## src/rtl/voice_mixer.sv

```systemverilog
// Multi-oscillator voice mixer: level-weighted sum of NUM_OSC signed samples through one
// shared multiplier, scaled by an envelope gain, with optional 16-bit saturation.
module voice_mixer #(
  parameter int NUM_OSC  = 4,
  parameter int SATURATE = 1
) (
  input  logic                   Clk,
  input  logic                   Reset_n,
  input  logic                   sample_tick,
  input  logic [16*NUM_OSC-1:0]  osc_in,
  input  logic [16*NUM_OSC-1:0]  level_in,
  input  logic [15:0]            env_in,
  output logic [15:0]            out,
  output logic                   out_valid,
  output logic                   busy,
  output logic                   clip,
  output logic                   overrun
);

  localparam int IW = (NUM_OSC > 1) ? $clog2(NUM_OSC) : 1;
  localparam int AW = 17 + $clog2(NUM_OSC);
  localparam int PW = AW + 17;
  localparam int YW = AW + 1;

  typedef enum logic [1:0] {IDLE, ACC, ENV, DONE} state_t;

  state_t                 state_q, state_d;
  logic [16*NUM_OSC-1:0]  osc_q, osc_d, level_q, level_d;
  logic [15:0]            env_q, env_d;
  logic signed [AW-1:0]   acc_q, acc_d;
  logic [IW-1:0]          idx_q, idx_d;
  logic [15:0]            out_q, out_d;
  logic                   clip_q, clip_d;
  logic                   out_valid_q, out_valid_d;
  logic                   busy_q, busy_d;
  logic                   overrun_q, overrun_d;

  logic signed [AW-1:0]   mul_a_s;
  logic signed [16:0]     mul_b_s;
  logic signed [PW-1:0]   prod_s;
  logic signed [YW-1:0]   y_s;
  logic                   y_in_range_s;

  // Shared multiplier: oscillator x level while accumulating, accumulator x envelope in ENV.
  always_comb begin
    if (state_q == ENV) begin
      mul_a_s = acc_q;
      mul_b_s = $signed({1'b0, env_q});
    end else begin
      mul_a_s = AW'($signed(osc_q[{idx_q, 4'b0000} +: 16]));
      mul_b_s = $signed({1'b0, level_q[{idx_q, 4'b0000} +: 16]});
    end
    prod_s       = PW'(mul_a_s) * PW'(mul_b_s);
    y_s          = YW'(prod_s >>> 16);
    y_in_range_s = (&y_s[YW-1:15]) | ~(|y_s[YW-1:15]);
  end

  // Next-state and datapath updates for the IDLE/ACC/ENV/DONE sequence.
  always_comb begin
    state_d     = state_q;
    osc_d       = osc_q;
    level_d     = level_q;
    env_d       = env_q;
    acc_d       = acc_q;
    idx_d       = idx_q;
    out_d       = out_q;
    clip_d      = clip_q;
    out_valid_d = 1'b0;
    overrun_d   = sample_tick && (state_q != IDLE);
    case (state_q)
      IDLE: begin
        if (sample_tick) begin
          osc_d   = osc_in;
          level_d = level_in;
          env_d   = env_in;
          acc_d   = '0;
          idx_d   = '0;
          state_d = ACC;
        end else begin
          state_d = IDLE;
        end
      end
      ACC: begin
        // Each term fits in 17 bits, so truncating y_s to the accumulator width is lossless.
        acc_d = acc_q + AW'(y_s);
        if (idx_q == IW'(NUM_OSC - 1)) begin
          idx_d   = '0;
          state_d = ENV;
        end else begin
          idx_d   = idx_q + IW'(1);
        end
      end
      ENV: begin
        out_valid_d = 1'b1;
        state_d     = DONE;
        if (SATURATE != 0) begin
          if (y_in_range_s) begin
            out_d  = y_s[15:0];
            clip_d = 1'b0;
          end else begin
            out_d  = y_s[YW-1] ? 16'h8000 : 16'h7FFF;
            clip_d = 1'b1;
          end
        end else begin
          out_d  = y_s[15:0];
          clip_d = 1'b0;
        end
      end
      DONE: begin
        state_d = IDLE;
      end
      default: begin
        state_d = IDLE;
      end
    endcase
    busy_d = (state_d != IDLE);
  end

  // State and output registers with asynchronous clear.
  always_ff @(posedge Clk or negedge Reset_n) begin
    if (!Reset_n) begin
      state_q     <= IDLE;
      osc_q       <= '0;
      level_q     <= '0;
      env_q       <= 16'h0000;
      acc_q       <= '0;
      idx_q       <= '0;
      out_q       <= 16'h0000;
      clip_q      <= 1'b0;
      out_valid_q <= 1'b0;
      busy_q      <= 1'b0;
      overrun_q   <= 1'b0;
    end else begin
      state_q     <= state_d;
      osc_q       <= osc_d;
      level_q     <= level_d;
      env_q       <= env_d;
      acc_q       <= acc_d;
      idx_q       <= idx_d;
      out_q       <= out_d;
      clip_q      <= clip_d;
      out_valid_q <= out_valid_d;
      busy_q      <= busy_d;
      overrun_q   <= overrun_d;
    end
  end

  assign out       = out_q;
  assign clip      = clip_q;
  assign out_valid = out_valid_q;
  assign busy      = busy_q;
  assign overrun   = overrun_q;

endmodule

```

## config.mk

```make
export PLATFORM = sky130hd
export DESIGN_NAME = voice_mixer
export DESIGN_NICKNAME = d
export VERILOG_FILES = /design/src/rtl/voice_mixer.sv
export SDC_FILE = /design/constraint.sdc
export NUM_CORES = 1
export LEC_CHECK = 0
export BUFFER_PORTS_ARGS = -buffer_cell sky130_fd_sc_hd__buf_2
export CAP_MARGIN = 25
export CORE_ASPECT_RATIO = 0.75
export CORE_UTILIZATION = 55
export CTS_CLUSTER_DIAMETER = 200
export DETAILED_ROUTE_END_ITERATION = 16
export GPL_TIMING_DRIVEN = 0
export PLACE_DENSITY_LB_ADDON = 0.2
export SYNTH_ARGS = -nofsm -noshare
export SYNTH_HDL_FRONTEND = slang
export SYNTH_SLANG_ARGS = --single-unit
```

## constraint.sdc

```tcl
create_clock -name Clk -period 20.8 [get_ports Clk]
set_input_delay 4.16 -clock Clk [delete_from_list [all_inputs] [get_ports Clk]]
set_output_delay 4.16 -clock Clk [all_outputs]
set_load 0.01 [all_outputs]
```

### After elaboration in Yosys (flattened, before gate mapping)

Index checks and enable logic that the tools add are counted.

* bits in registers: 187
* input port bits: 147
* output and inout port bits: 20
* word-level logic and storage cells: 46

* $add $sub $neg: 2
* $mul: 1
* equal/unequal tests: 5
* shift-type cells: 2
* mux-type cells: 14
* bitwise operators: 2
* reductions and logical operators: 9

Operator list (count)
* variable part select 64 x 7 -> 16 bit: 2
* two-way mux 16 bit: 3
* two-way mux 19 bit: 2
* one-hot mux 19 bit (2 select lines): 1
* multiplier 19 x 17 -> 36 bit: 1
* adder 19 bit: 1
* one-hot mux 2 bit (4 select lines): 1
* == test 2 bit (second input constant): 3
* two-way mux 2 bit: 3
* nonzero test 2 bit: 3
* AND reduction 5 bit: 1
* OR reduction 5 bit: 1
* one-hot mux 2 bit (2 select lines): 1
* AND reduction 2 bit: 2
* two-way mux 1 bit: 3
* adder 2 x 1 -> 2 bit (second input constant): 1
* == test 2 x 1 -> 1 bit (second input constant): 1
* zero test 2 bit: 1
* != test 2 bit (second input constant): 1
* logical AND 1 bit: 1
* NOT 1 bit: 1
* bitwise OR 1 bit: 1

### Logic depth before layout (Yosys ltp)

Gate-level depths: netlist of the first run.

* depth in word-level cells: 7
* gate-level depth with buffers: 39

### Worst setup path after synthesis of the first run

OpenSTA, ideal clock, no wires.

* path kind: flip-flop to flip-flop
* start point: register idx_q[0]
* end point: register acc_q[15]
* data arrival time: 8.764 ns
* data required time: 20.678 ns
* slack: 11.915 ns
* stages on the path, launching flop included: 34
* cells stage by stage: dfrtp_1 buf_2 buf_2 buf_2 mux4_2 nand2_1 nand2_1 clkbuf_1 nand2_1 fa_1 fa_1 fa_1 fa_1 inv_1 fa_1 inv_1 fa_1 inv_1 ha_1 o2111ai_1 a31oi_1 o31ai_4 o2bb2ai_1 xnor2_1 ha_1 a21o_1 a21o_1 a2111oi_2 nor3_1 o311ai_1 a31oi_1 a21o_1 a211o_1 a32o_1

* word-level cells in the longest chain between the ends: 5
* elaborated cells on any way between the ends: 7
* those cells by class: add/sub (1); mul (1); shift (2); mux (3)

Ends and longest elaborated chain
* start, declared: RTL line 31 `logic [IW-1:0] idx_q, idx_d;`
* start signal, assigned: RTL line 139 `idx_q <= idx_d;`
* variable part select 64 x 7 -> 16 bit, on equally long branches: RTL line 50, 51
* two-way mux 19 bit or two-way mux 16 bit (tied branches): RTL line 46 `if (state_q == ENV) begin`
* multiplier 19 x 17 -> 36 bit (*): RTL line 53 `prod_s = PW'(mul_a_s) * PW'(mul_b_s);`
* adder 19 bit (*): RTL line 85 `acc_d = acc_q + AW'(y_s);`
* one-hot mux 19 bit (2 select lines) (*): RTL line 70 `case (state_q)`
* end signal, assigned: RTL line 126 `acc_q <= '0;`
* end signal, assigned: RTL line 138 `acc_q <= acc_d;`
* end, declared: RTL line 30 `logic signed [AW-1:0] acc_q, acc_d;`

Every way passes the cells marked *; elsewhere a longest branch is shown, timed or not.
A chain may end at the register's enable or synchronous reset.

### Final worst setup path of the first run

* start point: register idx_q[1]
* end point: register acc_q[17]

The elaborated chain is that of the path after synthesis.

==> metrics.yaml, run 1 <==
yosys:
  async_reset_ff_frac: 1.00
  synth_cell_types: 68
  ys.flop_type: "dfrtp_1"
  seq_area_frac_synth: 0.229
  syn-mean-instance-area_um2: 8.76
  synth_edf_count: 0
  synth_area_mm2: 0.0205
  yosys_warnings: 0
  yosys_register_bits: 187
  syn_nets: 2895
  synthCells: 2334
clock_network:
  htree_levels: 4
  cts_sinks: 187
  numCtsBuffers: 17
  clk_latency_ns: 0.44
  post_cts_resize_count: 0
  cts-root-buf: "clkbuf_16"
  post_cts_buffers: 0
  tritoncts: "built"
  clock_path_buffers: 2
  ctsHoldBuffers: 0
  clkTransAtPathRegs_ns: 0.07
grt:
  use_met3: 0.0686
  track_usage: 0.331
  antenna_found_initial: 1
  globalRouteMet2Util: 0.497
  grt_first_pass_wirelength_um: 95500
  grt_max_degree: 126
  grt_pass1_vias: 17600
  grt-ovfl-total: 0
  top_usage_layer: "met2"
  met1_usage: 0.490
floorplanning:
  row_count: 60
  initial_core_util: 0.564
  die-area_mm2: 0.0380
  core-area_mm2: 0.0363
  io_pins: 167
  die_w_um: 225
  die-height_um: 169
critical_path:
  critPathCaptureType: "register"
  rr_worst_depth: 32
  endpoint: "acc_q[17]$_DFFE_PN0P_"
  max_stage_delay_ns: 0.83
  r2r_slack_ns: 9.17
  cp_common_cell: "fa_1"
  critPathRequiredTime_ns: 21.12
  path_max_fanout: 10
  cp.depth: 32
  cp_num_buf_inv: 6
  r2r_end: "acc_q[17]$_DFFE_PN0P_"
  cp-startpoint: "idx_q[1]$_DFFE_PN0P_"
  cp-start-kind: "register"
  cpMaxStageDelayCell: "xnor2_1"
  path_class: "reg -> reg"
  critPathTopFamily: "adder cells"
  critical_path_arrival_ns: 11.95
  r2r_start: "idx_q[1]$_DFFE_PN0P_"
timing:
  slew_viol_final: 0
  min_period_ns: 11.63
  rsz0062_at_grt: "no"
  finalSetupViolations: 0
  skew_ns: 0.0108
  fin_setup_tns_ns: 0
  max_clock_freq_mhz: 86.0
  fin_hold_ws_ns: 0.474
  worstMarginPinSlew_ns: 1.05
  fin_crit_sh: 0.559
  hold_viol: 0
  relSlewSlack: 0.296
min_path:
  hold_class: "reg -> reg"
  hold_start: "level_q[43]$_DFFE_PN0P_"
status:
  outcome: "complete, no violations"
finish:
  antenna_cells: 0
  fillCellCount: 3135
  syn_to_final_growth_pct: 10.1
  final_cell_mix: "nand2_1 (726), inv_1 (400), fa_1 (306)"
  final_common_cell: "nand2_1"
  nets: 3087
  drive_above_1_share: 0.103
placed_design:
  hpwl_um: 48000
  portBuffers: 166
  place.gp.congestion: 0.987
route:
  drc: 0
  wl_um: 58900
  via_per_inst: 5.55
  wire_per_inst_um: 19.4
  vias: 16800
  drtIter0Drc: 1567
  drt_pass1_iterations: 5
  ant_nets: 0
flow_run:
  maxCapViolCount: 0
[how the worst min path moves through the flow]
stage	cells after the start	endpoint	slack, ns
floorplan	2	level_q[32]$_DFFE_PN0P_	0.44
global placement	2	osc_q[7]$_DFFE_PN0P_	0.45
detailed placement	2	level_q[43]$_DFFE_PN0P_	0.46
CTS	2	level_q[43]$_DFFE_PN0P_	0.48
global route	2	level_q[57]$_DFFE_PN0P_	0.49
finish	2	level_q[43]$_DFFE_PN0P_	0.47
[worst reg2reg max path, delay by kind of cell, from the launching register on]
| family | cells | cell delay, ns |
|---|---|---|
| buf+inv | 6 | 1.96 |
| flops | 1 | 0.57 |
| xor+xnor | 1 | 0.83 |
| mux | 2 | 0.60 |
| compound gates | 10 | 2.81 |
| simple gates | 5 | 0.93 |
| fa+ha+maj | 8 | 3.79 |
[cell usage after synthesis (all sizes together) (3+ instances only)]
cell type / number / area (µm²)
nor3: 22 / 110
clkbuf: 86 / 323
dfrtp: 187 / 4680
a21o: 21 / 158
o21a: 7 / 52.6
o31a: 3 / 26.3
xor2: 15 / 131
a211oi: 11 / 97.6
xnor2: 21 / 184
inv: 400 / 1500
ha: 108 / 1350
a31oi: 4 / 25.0
and2: 28 / 175
fa: 306 / 6130
a21oi: 34 / 174
buf: 10 / 52.6
nor3b: 5 / 37.5
or2: 12 / 75.1
nand4: 5 / 31.3
nand2b: 9 / 56.3
o31ai: 12 / 104
o21ai: 34 / 170
nand3: 37 / 185
nor2b: 11 / 68.8
nand2: 726 / 2730
a2111oi: 4 / 61.3
nor2: 115 / 432
mux4: 32 / 721
mux2i: 22 / 220
o211ai: 9 / 67.6
and3: 5 / 31.3
[final cells by class]
class,count,area (µm²),share of cell area
repair buffers,173,911,0.0404
flip-flops and latches,187,4680,0.208
clock inverters,10,83.8,0.00372
clock buffers,19,453,0.0201
plain buffers,96,375,0.0167
multi-input cells,1651,13900,0.617
inverters,400,1500,0.0667
well taps,496,621,0.0276
[cells by family (layout without fill, tap and decap cells)]
family	Yosys count	in the layout	share of synthesized area
buffers and inverters	496	698	0.0918
and+or+nand+nor	982	982	0.195
DFF	187	187	0.229
xor gates and xnor gates	37	37	0.0165
adders and majority gates	414	414	0.366
muxes	54	54	0.0460
AOI/OAI and AO/OA	164	164	0.0566
[registers in the layout, summed over array words and instances (netlist names)]
signal	count
busy	1
env_q	16
out_valid	1
idx_q	2
overrun	1
out	16
acc_q	19
level_q	64
osc_q	64
clip	1
state_q	2
[metrics by stage]
step / cell area [µm²] / util / setup slack (ns) / cells
floorplan: 20500 / - / 11.91 / 2334
global placement: 21900 / 0.604 / 9.41 / 2996
detailed placement: 22000 / 0.606 / 9.42 / 3002
CTS: 22500 / 0.621 / 9.37 / 3031
global route: 22500 / 0.621 / 8.75 / 3032
finish: 22500 / 0.621 / 9.17 / 3032
[per-layer routing]
layer / up-vias / share of wire
met2: 802 / 0.44
li1: 7504 / -
met1: 8387 / 0.43
met4: 2 / 0.025
met3: 121 / 0.10
met5: - / 0.00022
Power of run 1 is left out: the tool's default activity adds up to more than one toggle a clock period on the data nets, which glitch-free logic cannot reach.
==> run 2, diff against run 1 <==
- clock period: 20.8 -> 9.7 ns (I/O delays scaled with it)
==> metrics.yaml, run 2 (synthesis results as in run 1) <==
route:
  via_per_inst: 5.56  # was 5.55
  wire_per_inst_um: 19.6  # was 19.4 µm
  drtIter0Drc: 1618  # was 1567
  wl_um: 59600  # was 58900 µm
  drc: 0  # unchanged
  vias: 16900  # was 16.8k
  ant_nets: 0  # unchanged
  drt_pass1_iterations: 6  # was 5
critical_path:
  path_class: "reg -> reg"  # unchanged
  critical_path_arrival_ns: 9.80  # was 11.95 ns
  max_stage_delay_ns: 0.63  # was 0.83 ns
  cpMaxStageDelayCell: "fa_1"  # was xnor2_1
  cp-start-kind: "register"  # unchanged
  path_max_fanout: 10  # unchanged
  critPathRequiredTime_ns: 10.04  # was 21.12 ns
  critPathCaptureType: "register"  # unchanged
  cp_common_cell: "fa_1"  # unchanged
min_path:
  hold_class: "reg -> reg"  # unchanged
clock_network:
  clock_path_buffers: 2  # unchanged
  clkTransAtPathRegs_ns: 0.07  # about the same
  cts-root-buf: "clkbuf_16"  # unchanged
  tritoncts: "built"  # unchanged
  cts_sinks: 187  # unchanged
  htree_levels: 4  # unchanged
  clk_latency_ns: 0.45  # was 0.44 ns
  numCtsBuffers: 17  # unchanged
timing:
  slew_viol_final: 0  # unchanged
  finalSetupViolations: 0  # unchanged
  fin_crit_sh: 0.976  # was 0.559
  relSlewSlack: 0.405  # was 0.296
  max_clock_freq_mhz: 106  # was 86.0 MHz
  worstMarginPinSlew_ns: 0.890  # was 1.05 ns
  skew_ns: 0.0110  # was 0.0108 ns
  fin_setup_tns_ns: 0  # unchanged
  min_period_ns: 9.47  # was 11.63 ns
  hold_viol: 0  # unchanged
placed_design:
  portBuffers: 166  # unchanged
  hpwl_um: 48000  # unchanged
  dp_cells: 3002  # unchanged
  place.gp.congestion: 0.987  # unchanged
grt:
  grt-ovfl-total: 0  # unchanged
  track_usage: 0.332  # was 0.331
  antenna_found_initial: 0  # was 1
  grt_first_pass_wirelength_um: 96000  # was 95500 µm
  grt_pass1_vias: 17700  # was 17.6k
  grt_max_degree: 126  # unchanged
finish:
  final_cell_mix: "nand2_1 (710), inv_1 (400), fa_1 (306)"  # was nand2_1 (726), inv_1 (400), fa_1 (306)
  final_common_cell: "nand2_1"  # unchanged
  drive_above_1_share: 0.142  # was 0.103
  antenna_cells: 0  # unchanged
  nets: 3100  # was 3087
  instances_no_fill: 3045  # was 3032
  fin_util: 0.639  # was 0.621
  reg_top3: "level_q (64), osc_q (64), acc_q (19)"  # unchanged
  syn_to_final_growth_pct: 13.2  # was 10.1%
floorplanning:
  row_count: 60  # unchanged
  io_pins: 167  # unchanged
  die-height_um: 169  # unchanged
  core-area_mm2: 0.0363  # unchanged
  die-area_mm2: 0.0380  # unchanged
  die_w_um: 225  # unchanged
  initial_core_util: 0.564  # unchanged
status:
  outcome: "complete, no violations"  # unchanged
flow_run:
  maxCapViolCount: 0  # unchanged
==> run 2: changes by cell type in the layout (fill, tap and decap cells not counted), moves of 10 or more <==
| cell | delta |
|---|---|
| buf_4 | +25 |
| clkbuf_2 | +10 |
| nand2_2 | +11 |
| mux2i_1 | -14 |
| nand2_1 | -16 |
| clkbuf_1 | -34 |
==> run 2: cell type report <==
class / instances / area [µm²]
buffer: 91 / 483
timing repair buffer: 191 / 1050
tap: 496 / 621
fill: 3040 / 13100
multi-input combinational: 1651 / 14300
sequential: 187 / 4680
clock inverter: 10 / 83.8
inverter: 400 / 1500
clock buffer: 19 / 453
==> run 2: routing by layer <==
metal,wire [µm],global-route usage,part of all wire
met1,25600,0.492,0.43
met2,26200,0.503,0.44
met3,6230,0.0646,0.10
met4,1500,0.0873,0.025
met5,0,0,0
==> run 2: worst max-delay path: cells and delay by family, from the launching register on <==
kind / cells / cell delay [ns]
AO/OA/AOI/OAI: 10 / 2.59
XOR/XNOR: 1 / 0.16
adder cells (fa/ha/maj): 8 / 3.66
buffers and inverters: 7 / 1.23
flip-flops: 1 / 0.50
multiplexers: 1 / 0.22
AND/OR/NAND/NOR: 5 / 0.97
==> run 2: final timing paths <==
kind,end,slack (ns),startpoint,cells past startpoint
max,acc_q[15]$_DFFE_PN0P_,0.23,idx_q[1]$_DFFE_PN0P_,32
min,level_q[17]$_DFFE_PN0P_,0.47,level_q[17]$_DFFE_PN0P_,2
max reg2reg,acc_q[15]$_DFFE_PN0P_,0.23,idx_q[1]$_DFFE_PN0P_,32
min reg2reg,level_q[17]$_DFFE_PN0P_,0.47,level_q[17]$_DFFE_PN0P_,2
max in group asynchronous,level_q[12]$_DFFE_PN0P_,7.27,Reset_n,2
min in group asynchronous,osc_q[32]$_DFFE_PN0P_,1.42,Reset_n,1
==> run 2: repair_timing <==
item	4_1_cts	5_1_grt
gates resized for setup	80	80
setup endpoints to repair	24	10
buffers inserted	4	15
pin swaps	3	6
hold buffers	0	0
==> run 2: stage by stage <==
step | hold slack, ns | setup WS (ns) | instance area (µm²)
2_1_floorplan | 0.440 | 0.815 | 20500
3_3_place_gp | 0.453 | -1.69 | 21900
3_5_place_dp | 0.458 | -1.68 | 22000
4_1_cts | 0.476 | -0.00827 | 22800
5_1_grt | 0.494 | -0.0508 | 23200
6_report | 0.473 | 0.231 | 23200
Power of run 2 is left out for the same reason.
